$ cat src/rtl/switch_cfg_loader.sv
// Serial loader for switch-matrix routing selects: sync hunt, shadow load, atomic commit.
// Optional CRC-8 trailer check is enabled by defining CFG_CRC_CHECK_EN.
module switch_cfg_loader #(
    parameter int unsigned N_TB  = 5,
    parameter int unsigned N_LR  = 4,
    parameter int unsigned ENT_W = 6,
    parameter logic [7:0]  SYNC  = 8'hA5,
    localparam int unsigned NENT = 2*N_TB + 2*N_LR,
    localparam int unsigned CW   = ENT_W*NENT
) (
    input  logic          clk,
    input  logic          rst_n,
    input  logic          cfg_valid,
    input  logic          cfg_din,
    input  logic          cfg_abort,
    output logic [CW-1:0] cfg_out,
    output logic          cfg_commit,
    output logic          cfg_err,
    output logic          cfg_busy,
    output logic [7:0]    err_cnt
);

    localparam int unsigned BW = ($clog2(ENT_W) > 3) ? $clog2(ENT_W) : 3;
    localparam int unsigned EW = $clog2(NENT);

    typedef enum logic [1:0] {
        S_HUNT = 2'd0,
        S_LOAD = 2'd1,
        S_CRC  = 2'd2
    } state_t;

    state_t           r_state, w_state;
    logic [7:0]       r_sr, w_sr;
    logic [BW-1:0]    r_bcnt, w_bcnt;
    logic [EW-1:0]    r_ecnt, w_ecnt;
    logic [ENT_W-2:0] r_acc, w_acc;
    logic [CW-1:0]    r_shadow, w_shadow;
    logic [CW-1:0]    r_out, w_out;
    logic             r_commit, w_commit;
    logic             r_busy, w_busy;
    logic [ENT_W-1:0] w_ent;

`ifdef CFG_CRC_CHECK_EN
    logic [7:0] r_crc, w_crc;
    logic [7:0] r_trl, w_trl;
    logic       r_err, w_err;
    logic [7:0] r_errcnt, w_errcnt;

    function automatic logic [7:0] crc_step(input logic [7:0] c, input logic d);
        logic fb;
        fb = c[7] ^ d;
        return {c[6:0], 1'b0} ^ (fb ? 8'h07 : 8'h00);
    endfunction
`endif

    // Entries arrive MSB-first; each completed entry is pushed in from the top
    // so entry 0 ends up at the bottom of the word.
    assign w_ent = {r_acc, cfg_din};

    always_comb begin
        w_state  = r_state;
        w_sr     = r_sr;
        w_bcnt   = r_bcnt;
        w_ecnt   = r_ecnt;
        w_acc    = r_acc;
        w_shadow = r_shadow;
        w_out    = r_out;
        w_commit = 1'b0;
`ifdef CFG_CRC_CHECK_EN
        w_crc    = r_crc;
        w_trl    = r_trl;
        w_err    = 1'b0;
        w_errcnt = r_errcnt;
`endif
        if (cfg_abort) begin
            w_state = S_HUNT;
            w_sr    = '0;
            w_bcnt  = '0;
            w_ecnt  = '0;
`ifdef CFG_CRC_CHECK_EN
            w_crc   = '0;
`endif
        end else if (cfg_valid) begin
            unique case (r_state)
                S_HUNT: begin
                    w_sr = {r_sr[6:0], cfg_din};
                    if (w_sr == SYNC) begin
                        w_state = S_LOAD;
                        w_bcnt  = '0;
                        w_ecnt  = '0;
`ifdef CFG_CRC_CHECK_EN
                        w_crc   = '0;
`endif
                    end
                end
                S_LOAD: begin
                    w_acc  = w_ent[ENT_W-2:0];
                    w_bcnt = r_bcnt + 1'b1;
`ifdef CFG_CRC_CHECK_EN
                    w_crc  = crc_step(r_crc, cfg_din);
`endif
                    if (r_bcnt == BW'(ENT_W-1)) begin
                        w_bcnt   = '0;
                        w_ecnt   = r_ecnt + 1'b1;
                        w_shadow = {w_ent, r_shadow[CW-1:ENT_W]};
                        if (r_ecnt == EW'(NENT-1)) begin
                            w_ecnt = '0;
`ifdef CFG_CRC_CHECK_EN
                            w_state = S_CRC;
`else
                            w_out    = w_shadow;
                            w_commit = 1'b1;
                            w_state  = S_HUNT;
                            w_sr     = '0;
`endif
                        end
                    end
                end
`ifdef CFG_CRC_CHECK_EN
                S_CRC: begin
                    w_trl  = {r_trl[6:0], cfg_din};
                    w_bcnt = r_bcnt + 1'b1;
                    if (r_bcnt == BW'(7)) begin
                        w_bcnt  = '0;
                        w_state = S_HUNT;
                        w_sr    = '0;
                        if (w_trl == r_crc) begin
                            w_out    = r_shadow;
                            w_commit = 1'b1;
                        end else begin
                            w_err = 1'b1;
                            if (r_errcnt != 8'hFF)
                                w_errcnt = r_errcnt + 1'b1;
                        end
                    end
                end
`endif
                default: begin
                    w_state = S_HUNT;
                    w_sr    = '0;
                end
            endcase
        end
        w_busy = (w_state != S_HUNT);
    end

    always_ff @(posedge clk or negedge rst_n) begin
        if (!rst_n) begin
            r_state  <= S_HUNT;
            r_sr     <= '0;
            r_bcnt   <= '0;
            r_ecnt   <= '0;
            r_acc    <= '0;
            r_shadow <= '0;
            r_out    <= '0;
            r_commit <= 1'b0;
            r_busy   <= 1'b0;
        end else begin
            r_state  <= w_state;
            r_sr     <= w_sr;
            r_bcnt   <= w_bcnt;
            r_ecnt   <= w_ecnt;
            r_acc    <= w_acc;
            r_shadow <= w_shadow;
            r_out    <= w_out;
            r_commit <= w_commit;
            r_busy   <= w_busy;
        end
    end

`ifdef CFG_CRC_CHECK_EN
    always_ff @(posedge clk or negedge rst_n) begin
        if (!rst_n) begin
            r_crc    <= '0;
            r_trl    <= '0;
            r_err    <= 1'b0;
            r_errcnt <= '0;
        end else begin
            r_crc    <= w_crc;
            r_trl    <= w_trl;
            r_err    <= w_err;
            r_errcnt <= w_errcnt;
        end
    end

    assign cfg_err = r_err;
    assign err_cnt = r_errcnt;
`else
    assign cfg_err = 1'b0;
    assign err_cnt = '0;
`endif

    assign cfg_out    = r_out;
    assign cfg_commit = r_commit;
    assign cfg_busy   = r_busy;

endmodule
$ cat config.mk
export PLATFORM = sky130hd
export DESIGN_NAME = switch_cfg_loader
export DESIGN_NICKNAME = d
export VERILOG_FILES = /design/src/rtl/switch_cfg_loader.sv
export SDC_FILE = /design/constraint.sdc
export NUM_CORES = 1
export LEC_CHECK = 0
export ABC_AREA = 1
export CAP_MARGIN = 5
export CORE_MARGIN = 2
export CORE_UTILIZATION = 30
export CTS_BUF_LIST = sky130_fd_sc_hd__clkbuf_4
export DETAILED_ROUTE_END_ITERATION = 12
export DONT_BUFFER_PORTS = 1
export GPL_TIMING_DRIVEN = 0
export PLACE_DENSITY = 0.48
export SLEW_MARGIN = 20
export SYNTH_ARGS = -nofsm -noshare
export SYNTH_HDL_FRONTEND = slang
export SYNTH_SLANG_ARGS = --single-unit
$ cat constraint.sdc
create_clock -name clk -period 1.8 [get_ports clk]
set_input_delay 0.18 -clock clk [delete_from_list [all_inputs] [get_ports clk]]
set_output_delay 0.18 -clock clk [all_outputs]
set_load 0.005 [all_outputs]
Word-level counts from Yosys, hierarchy flattened
Index checks and enable logic that the tools add are counted.

Register bits after elaboration: 240. Latch bits: 0. Bits in writable memories: 0. ROM bits: 0. Input port bits: 5. Output and inout port bits: 119. Word-level logic and storage cells: 56. Memories kept: 0.

Add/sub/neg operators: 2. Multiply operators: 0. Divide/modulo/power cells: 0. Magnitude comparators: 0. Equality and inequality tests: 7. Shifts and indexed selects: 0. Mux-type cells: 27. Bitwise gates (word level): 1. Reduce and logical (&&, ||, !) cells: 10.

Operators by type and width (number): 7-bit 2-to-1 mux (4); 5-bit 2-to-1 mux (5); 7-bit case mux with 2 select lines (1); 3-bit 2-to-1 mux (4); 2-bit 2-to-1 mux (5); 5-bit case mux with 2 select lines (1); 3-bit inequality test, second input constant (3); 3-bit AND reduction (3); 8-bit == test, second input constant (1); 4-bit AND reduction (2); 3-bit case mux with 2 select lines (1); 5-bit by 1-bit adder with 5-bit output, second input constant (1); 5-bit == test, second input constant (1); 1-bit 2-to-1 mux (5); 5-bit AND reduction (1); 2-bit case mux with 2 select lines (1); 2-bit nonzero test (2); 3-bit by 1-bit adder with 3-bit output, second input constant (1); 3-bit == test, second input constant (1); 3-bit nonzero test (1); 2-bit by 1-bit == test with 1-bit output, second input constant (1); 2-bit zero test (1); 1-bit inverter (1).

Depth between registers and ports, before layout
Gate-level depths: netlist of run 1.

Depth after elaboration: 7. Mapped depth: 11.

Worst setup path before layout of run 1
Ideal clock, no wire load.

Path type: reg2reg. Start: reg r_ecnt[1]. End: reg r_out[103], in the netlist cfg_out[103]. Library setup time: 118 ps. Data arrival time: 1328 ps. Path slack: 354 ps. Stages on the path, launching flop included: 12. Period minus slack after synthesis: 1446 ps. Cells stage by stage: dfrtp_1 > inv_1 > ha_1 > nand2_1 > nor2_1 > nand2_1 > inv_2 > nand2_4 > buf_6 > buf_6 > nand2_1 > o21ai_2.

Word-level cells in the longest chain between the ends: 2.

Ends and longest elaborated chain: start, declared (RTL line 35) `logic [EW-1:0] r_ecnt, w_ecnt;`; start signal, assigned (RTL line 162) `r_ecnt <= w_ecnt;`; 5-bit == test (RTL line 106) `if (r_ecnt == EW'(NENT-1)) begin`; 5-bit AND reduction (no source line); end signal, assigned (RTL line 165) `r_out <= w_out;`; end, declared (RTL line 38) `logic [CW-1:0] r_out, w_out;`.

No other way between the ends. A chain may end at the register's enable or synchronous reset.

Final worst setup path of run 1
Start: reg r_ecnt[0]. End: reg r_out[58], in the netlist cfg_out[58].

The elaborated chain is that of the path after synthesis.

==> results.ini, run 1 <==
[cts]
root_buffer = clkbuf_4
hold_buffers = 4
insertion_delay_ns = 0.64
clk_pin_slew_worst_paths_ns = 0.07
cts_buffer_depth = 3
cts_tree = yes
cts_sinks = 234
numCtsBuffers = 69
cts_max_level = 3

[timing]
rsz0062_at_grt = yes
slew_headroom = 0.643
holdWs_ns = -0.729
fmax_mhz = 583
period_needed_ns = 1.72
drv_slew = 0
tightest_slew_ns = 0.536
finalCritPeriodShare = 0.954
hold_viol = 234
setup_viol = 0
clock-skew-final_ns = 0.0380

[logic_synthesis]
yosys_warnings = 0
synth-edff-count = 0
synth.most_common_cell = nand2_1
synth_cell_type_count = 25
syn_area_um2 = 9080
ys_seq_area_frac = 0.645
ys_seq_elements = 234
netlist.area_leader.share = 0.645
synthTopCellsByCount = nand2_1, dfrtp_1, o21ai_1
synth_ff_type = dfrtp_1
synthArstFlopShare = 1.00
synthTopCellsByArea = dfrtp_1, nand2_1, o21ai_1
syn_avg_cell_area_um2 = 9.52
yosys.area.top_type = dfrtp_1
synthCells = 954

[floorplanning]
die_w_um = 178
die-area_um2 = 31700
rows = 63
pin_count = 124
coreArea_um2 = 29700
start_util = 0.306
die_y_um = 178

[place]
hpwl_um = 14800
port_buffers = 0
place_congestion = 0.751

[grt]
grt_pass1_wl_um = 36700
grt_max_degree = 235
track_usage = 0.149
grt_pass1_vias = 6773
grt-ovfl-total = 0
grt_antenna_before_repair = 2

[detailed_routing]
vias = 6481
drt_iter0_markers = 318
drc = 0
drt_wl_total_um = 22400
detail-route-antenna-nets = 0
firstDrtPassIters = 4
wl_per_cell_um = 15.2
viasPerCell = 4.39

[critical_path]
critPathCaptureType = flop
path_cells = ha_1 -> nand2_1 -> nor2_1 -> nand2_1 -> inv_2 -> nand2_8 -> buf_12 -> buf_6 -> nand2_1 -> o21ai_1
crit_top_cell = nand2_1
cp_max_fo = 10
cp.required_ns = 2.28
worstPathArrival_ns = 2.20
crit_type = flop to flop
crit_slowest_cell = dfrtp_2
worstSetupStartpointType = flop
max_stage_delay_ns = 0.42
r2r_setup_slack_ns = 0.08

[pwr]
power_frac_seq = 0.504
p_int_uw = 8180
p_clk_frac = 0.488
ir_drop_uv = 549
p_leak_uw = 0.00486
switching_power_uw = 2300
swShare = 0.220
combPwrFrac = 0.008
p_total_uw = 10500
p_per_area_nw_per_um2 = 988

[hold_path]
hp-class = input pin to async pin

[cells_and_area]
fin_nets = 1045
synthToLayoutAreaGrowth_pct = 16.8
fin_util = 0.357
drive_above_1_share = 0.170

[status]
status = finished, violations left
violations = negative hold slack

[flow_run]
max-cap-violations = 0

## flip-flops by register name, summed over array words and instances (netlist names)
name / count
r_bcnt: 3
r_acc: 5
r_shadow: 102
cfg_out: 108
r_ecnt: 5
cfg_busy: 1
cfg_commit: 1
r_state: 2
r_sr: 7
## kinds of logic after synthesis
group           after synthesis  synth area share
buf+inv                     171            0.0864
other cells                   1          0.000413
compound gates              218             0.122
simple gates                328             0.144
fa+ha+maj                     2           0.00276
flops                       234             0.645
## worst paths after layout
check / cells past startpoint / end / from
max: 10 / cfg_out[58] / r_ecnt[0]
min: 0 / cfg_out[21] / rst_n
max reg2reg: 10 / cfg_out[58] / r_ecnt[0]
min reg2reg: 2 / cfg_out[2] / r_shadow[8]
max in group asynchronous: 0 / r_acc[4] / rst_n
min in group clk: 3 / r_acc[0] / cfg_din
## routing by layer
metal | vias to the layer above | wire length [um] | GRT usage
li1 | 3207 | - | -
met1 | 3082 | 10000 | 0.187
met2 | 160 | 10200 | 0.228
met3 | 32 | 1970 | 0.0635
met4 | 0 | 278 | 0.0564
met5 | - | 0 | 0
## power by group through the flow
stage | clock [uW] | combinational, uW | sequential (uW)
floorplan | 0 | 59.9 | 5380
global placement | 0 | 73.6 | 5380
detailed placement | 0 | 73.1 | 5380
CTS | 5340 | 80.7 | 5280
global route | 5670 | 94.0 | 5280
finish | 5110 | 81.8 | 5280
## stage by stage
stage | hold WS [ns] | TNS (ns) | setup slack [ns] | std cells | cell area (um^2)
6_report | -0.729 | 0 | 0.0837 | 1476 | 10600
5_1_grt | -0.842 | -0.651 | -0.0488 | 1476 | 10600
4_1_cts | -0.825 | 0 | 0.000466 | 1474 | 10600
3_5_place_dp | -0.100 | -2.03 | -0.152 | 1352 | 9600
3_3_place_gp | -0.0988 | -1.57 | -0.108 | 1352 | 9600
2_1_floorplan | -0.116 | 0 | 0.354 | 962 | 9110
## final cells by class
class                   count  area (um^2)
diodes                      2         5.00
plain buffers              54          379
clock buffers             102          766
clock inverters            15          120
fillers                  3044        19100
inverters                 117          439
multi-input cells         557         2500
flip-flops and latches    234         5860
well taps                 390          488
repair buffers              5         47.5
## layout by cell type, fill, tap and decap left out, types with 2 or more instances in the layout
| cell type | netlist | final |
|---|---|---|
| buf_2 | 24 | 22 |
| buf_4 | 10 | 12 |
| buf_6 | 10 | 8 |
| bufinv_16 | 0 | 2 |
| clkbuf_1 | 10 | 3 |
| clkbuf_2 | 0 | 4 |
| clkbuf_4 | 0 | 106 |
| clkinv_1 | 0 | 7 |
| clkinv_2 | 0 | 2 |
| conb_1 | 1 | 9 |
| dfrtp_1 | 234 | 233 |
| diode_2 | 0 | 2 |
| dlygate4sd3_1 | 0 | 4 |
| ha_1 | 2 | 2 |
| inv_1 | 112 | 112 |
| inv_2 | 5 | 7 |
| nand2_1 | 284 | 279 |
| nand2_2 | 1 | 6 |
| nand3_1 | 15 | 15 |
| nor2_1 | 20 | 20 |
| o21ai_0 | 49 | 48 |
| o21ai_1 | 163 | 164 |
| o21ai_2 | 4 | 4 |
## worst max-delay path, delay by kind of cell, from the launching register on
| kind | cells | cell delay (ns) |
|---|---|---|
| buffers and inverters | 3 | 0.46 |
| adder cells (fa/ha/maj) | 1 | 0.16 |
| flip-flops | 1 | 0.42 |
| AND/OR/NAND/NOR | 5 | 0.45 |
| AO/OA/AOI/OAI | 1 | 0.06 |
## what timing repair did
action,4_1_cts,5_1_grt
gates resized for setup,6,27
endpoints found under the setup margin,60,146
endpoints found under the hold margin,254,234
setup buffers,1,0
Note: power is estimated with default switching activity, not from simulation.
==> inputs of run 2 (changes only) <==
Settings changed: ABC_AREA 1 to unset.
==> run 2 against run 1 <==
The flow finishes with violations (negative hold slack, negative setup slack). Routed wire length down 6.8%. Maximum frequency decreased by 8.4%. Die area decreased by 0.22%. Critical endpoint is now cfg_out[102]. Largest power group is now the clock network.
==> results.ini, run 2 <==
[cts]
clk_pin_slew_worst_paths_ns = 0.06  ; about the same
cts_buffer_depth = 3  ; unchanged
cts_tree = yes
cts_sinks = 234  ; unchanged
numCtsBuffers = 68  ; -1.4%
insertion_delay_ns = 0.63  ; about the same
cts_max_level = 3  ; unchanged
hold_buffers = 3  ; -1
root_buffer = clkbuf_4

[cells_and_area]
largest_register_ffs = 108  ; unchanged
final_common_cell = dfrtp_1
postLayoutCellArea_um2 = 11700  ; +11%
multiInputGateArea_um2 = 3320  ; +33%
regArea_um2 = 5860  ; about the same
n_fill_cell = 2752  ; -9.6%
fin_nets = 681  ; -35%
final_cell_mix = dfrtp_1, mux2_2, clkbuf_4
finalNonFillerCells = 1113  ; -25%
drive_above_1_share = 0.557  ; +0.387
fin_util = 0.395  ; +0.0378
synthToLayoutAreaGrowth_pct = 29.4

[pwr]
ir_drop_uv = 440  ; -20%
p_clk_frac = 0.505  ; +0.017
swShare = 0.211  ; -0.00873
p_int_uw = 8490  ; +3.8%
p_leak_uw = 0.00589  ; +21%
power_frac_seq = 0.490  ; -0.014
combPwrFrac = 0.005  ; -0.003
p_per_area_nw_per_um2 = 917  ; -7.2%
switching_power_uw = 2270  ; -1.5%

[grt]
grt_pass1_vias = 5556  ; -18%
grt_pass1_wl_um = 31100  ; -15%
grt-ovfl-total = 0  ; unchanged
track_usage = 0.127  ; -0.0222
grt_antenna_before_repair = 1  ; -1
grt_max_degree = 235  ; unchanged

[logic_synthesis]
yosys_warnings = 0  ; unchanged
netlist.area_leader.share = 0.646  ; +0.00142
ys_seq_area_frac = 0.646  ; +0.00142
synth.most_common_cell = dfrtp_1
syn_area_um2 = 9060  ; -0.22%
synth_cell_type_count = 41  ; +64%
yosys.area.top_type = dfrtp_1
synth-edff-count = 0  ; unchanged
synthCells = 562  ; -41%
synthTopCellsByArea = dfrtp_1, mux2_2, buf_4
ys_seq_elements = 234  ; unchanged
syn_avg_cell_area_um2 = 16.1  ; +69%
synthTopCellsByCount = dfrtp_1, mux2_2, buf_4
synth_ff_type = dfrtp_1
synthArstFlopShare = 1.00  ; unchanged

[floorplanning]
die_w_um = 178  ; -0.11%
coreArea_um2 = 29700  ; unchanged
pin_count = 124  ; unchanged
die-area_um2 = 31600  ; -0.22%
start_util = 0.305  ; -0.000674
rows = 63  ; unchanged
die_y_um = 178  ; -0.11%

[timing]
tightest_slew_ns = 0.688  ; +0.153 ns
worst_slack_ns = -0.0735  ; -0.157 ns
setup_viol = 119  ; +119
finalCritPeriodShare = 1.04  ; +0.0873
rsz0062_at_grt = yes
hold_viol = 234  ; unchanged
drv_slew = 0  ; unchanged
fmax_mhz = 534  ; -8.4%
holdWs_ns = -0.770  ; -0.0409 ns
slew_headroom = 0.541  ; -0.102
clock-skew-final_ns = 0.0426  ; +0.00458 ns
period_needed_ns = 1.87  ; +0.157 ns

[place]
placed_area_um2 = 9580  ; -0.21%
hpwl_um = 12400  ; -16%
place_congestion = 0.769  ; +2.3%
port_buffers = 0  ; unchanged
dp_cells = 960  ; -29%

[detailed_routing]
detail-route-antenna-nets = 0  ; unchanged
viasPerCell = 4.65  ; +5.8%
drc = 0  ; unchanged
vias = 5172  ; -20%
drt_wl_total_um = 20900  ; -6.8%
drt_iter0_markers = 196  ; -38%
wl_per_cell_um = 18.8  ; +24%
firstDrtPassIters = 6  ; +2

[status]
violations = negative hold slack, negative setup slack
status = finished, violations left

[critical_path]
crit_type = flop to flop
critPathCaptureType = flop
worstPathArrival_ns = 2.38  ; +0.18 ns
ff2ff_path_depth = 8  ; -2
r2r_setup_slack_ns = -0.07  ; -0.16 ns
cp_max_fo = 5  ; -5
cp.required_ns = 2.31  ; +0.03 ns
worstSetupStartpointType = flop

[flow_run]
max-cap-violations = 0  ; unchanged

[hold_path]
hp-class = input pin to async pin

[run 2: cell types whose count changed in the layout (fill, tap and decap cells not counted), moves of 17 or more]
cell,before,now
buf_12,1,20
buf_2,22,1
inv_1,112,5
mux2_2,0,124
mux2_4,0,91
nand2_1,279,6
nor2_1,20,3
o21ai_0,48,3
o21ai_1,164,1
[run 2: cell type report]
cell class | instances | area share
sequential | 234 | 0.499
multi-input combinational | 294 | 0.283
clock buffer | 97 | 0.0621
timing repair buffer | 34 | 0.0497
buffer | 36 | 0.0433
tap | 390 | 0.0416
clock inverter | 21 | 0.0187
inverter | 6 | 0.00192
antenna | 1 | 0.000213
[run 2: logic make-up after synthesis]
| kind of cell | count (synthesis) | synth area share |
|---|---|---|
| AO/OA/AOI/OAI | 28 | 0.0217 |
| adder cells (fa/ha/maj) | 2 | 0.00276 |
| buffers and inverters | 42 | 0.0298 |
| flip-flops | 234 | 0.646 |
| multiplexers | 216 | 0.272 |
| other | 1 | 0.000414 |
| AND/OR/NAND/NOR | 39 | 0.0271 |
[run 2: repair_timing]
| action | in CTS | in global routing |
|---|---|---|
| endpoints found under the setup margin | 196 | 221 |
| hold endpoints to repair | 250 | 234 |
| buffers inserted | 10 | 6 |
| cloned | 4 | 13 |
| pin swaps | 3 | 3 |
| gates resized for setup | 71 | 100 |
[run 2: routing by layer]
metal / track usage / wire length, um
met1: 0.152 / 8950
met4: 0.0567 / 423
met3: 0.0473 / 1470
met2: 0.204 / 10100
met5: 0 / 0
[run 2: final timing paths]
| kind | startpoint | endpoint |
|---|---|---|
| max in group asynchronous | rst_n | r_state[1] |
| hold reg to reg | r_shadow[6] | r_shadow[6] |
| hold / removal | rst_n | cfg_out[46] |
| setup / recovery | r_ecnt[1] | cfg_out[102] |
| setup reg to reg | r_ecnt[1] | cfg_out[102] |
| min in group clk | cfg_valid | r_bcnt[0] |
[run 2: power by group through the flow]
stage	registers (uW)	clock network [uW]	logic, uW
3_3_place_gp	5360	0	40.6
4_1_cts	5260	5660	52.4
5_1_grt	5260	5940	61.3
2_1_floorplan	5360	0	36.8
6_report	5270	5430	54.7
3_5_place_dp	5360	0	42.1
[run 2: worst max-delay path, stage by stage (launching register included)]
cell and delay (ns):
dfrtp_1 0.40, inv_2 0.09, ha_4 0.12, and4bb_2 0.25
nand4_1 0.16, buf_6 0.18, buf_12 0.14, buf_12 0.14
mux2_4 0.29
[run 2: metrics by stage]
step	setup TNS, ns	power [uW]	worst slack [ns]
5_1_grt	-16.35	11300	-0.156
3_3_place_gp	-21.56	5400	-0.224
3_5_place_dp	-29.52	5400	-0.279
4_1_cts	-3.01	11000	-0.0668
6_report	-4.88	10800	-0.0735
2_1_floorplan	0	5400	0.0220
==> inputs of run 3 (changes only) <==
==> constraint.sdc (replaced) <==
create_clock -name clk -period 1.8 [get_ports clk]
set_input_delay 0.18 -clock clk [delete_from_list [all_inputs] [get_ports clk]]
set_output_delay 0.18 -clock clk [all_outputs]
set_load 0.01 [all_outputs]
==> results of run 3 <==
Same layout as run 2 (identical final DEF). Status: finished, violations left: negative hold slack, negative setup slack.
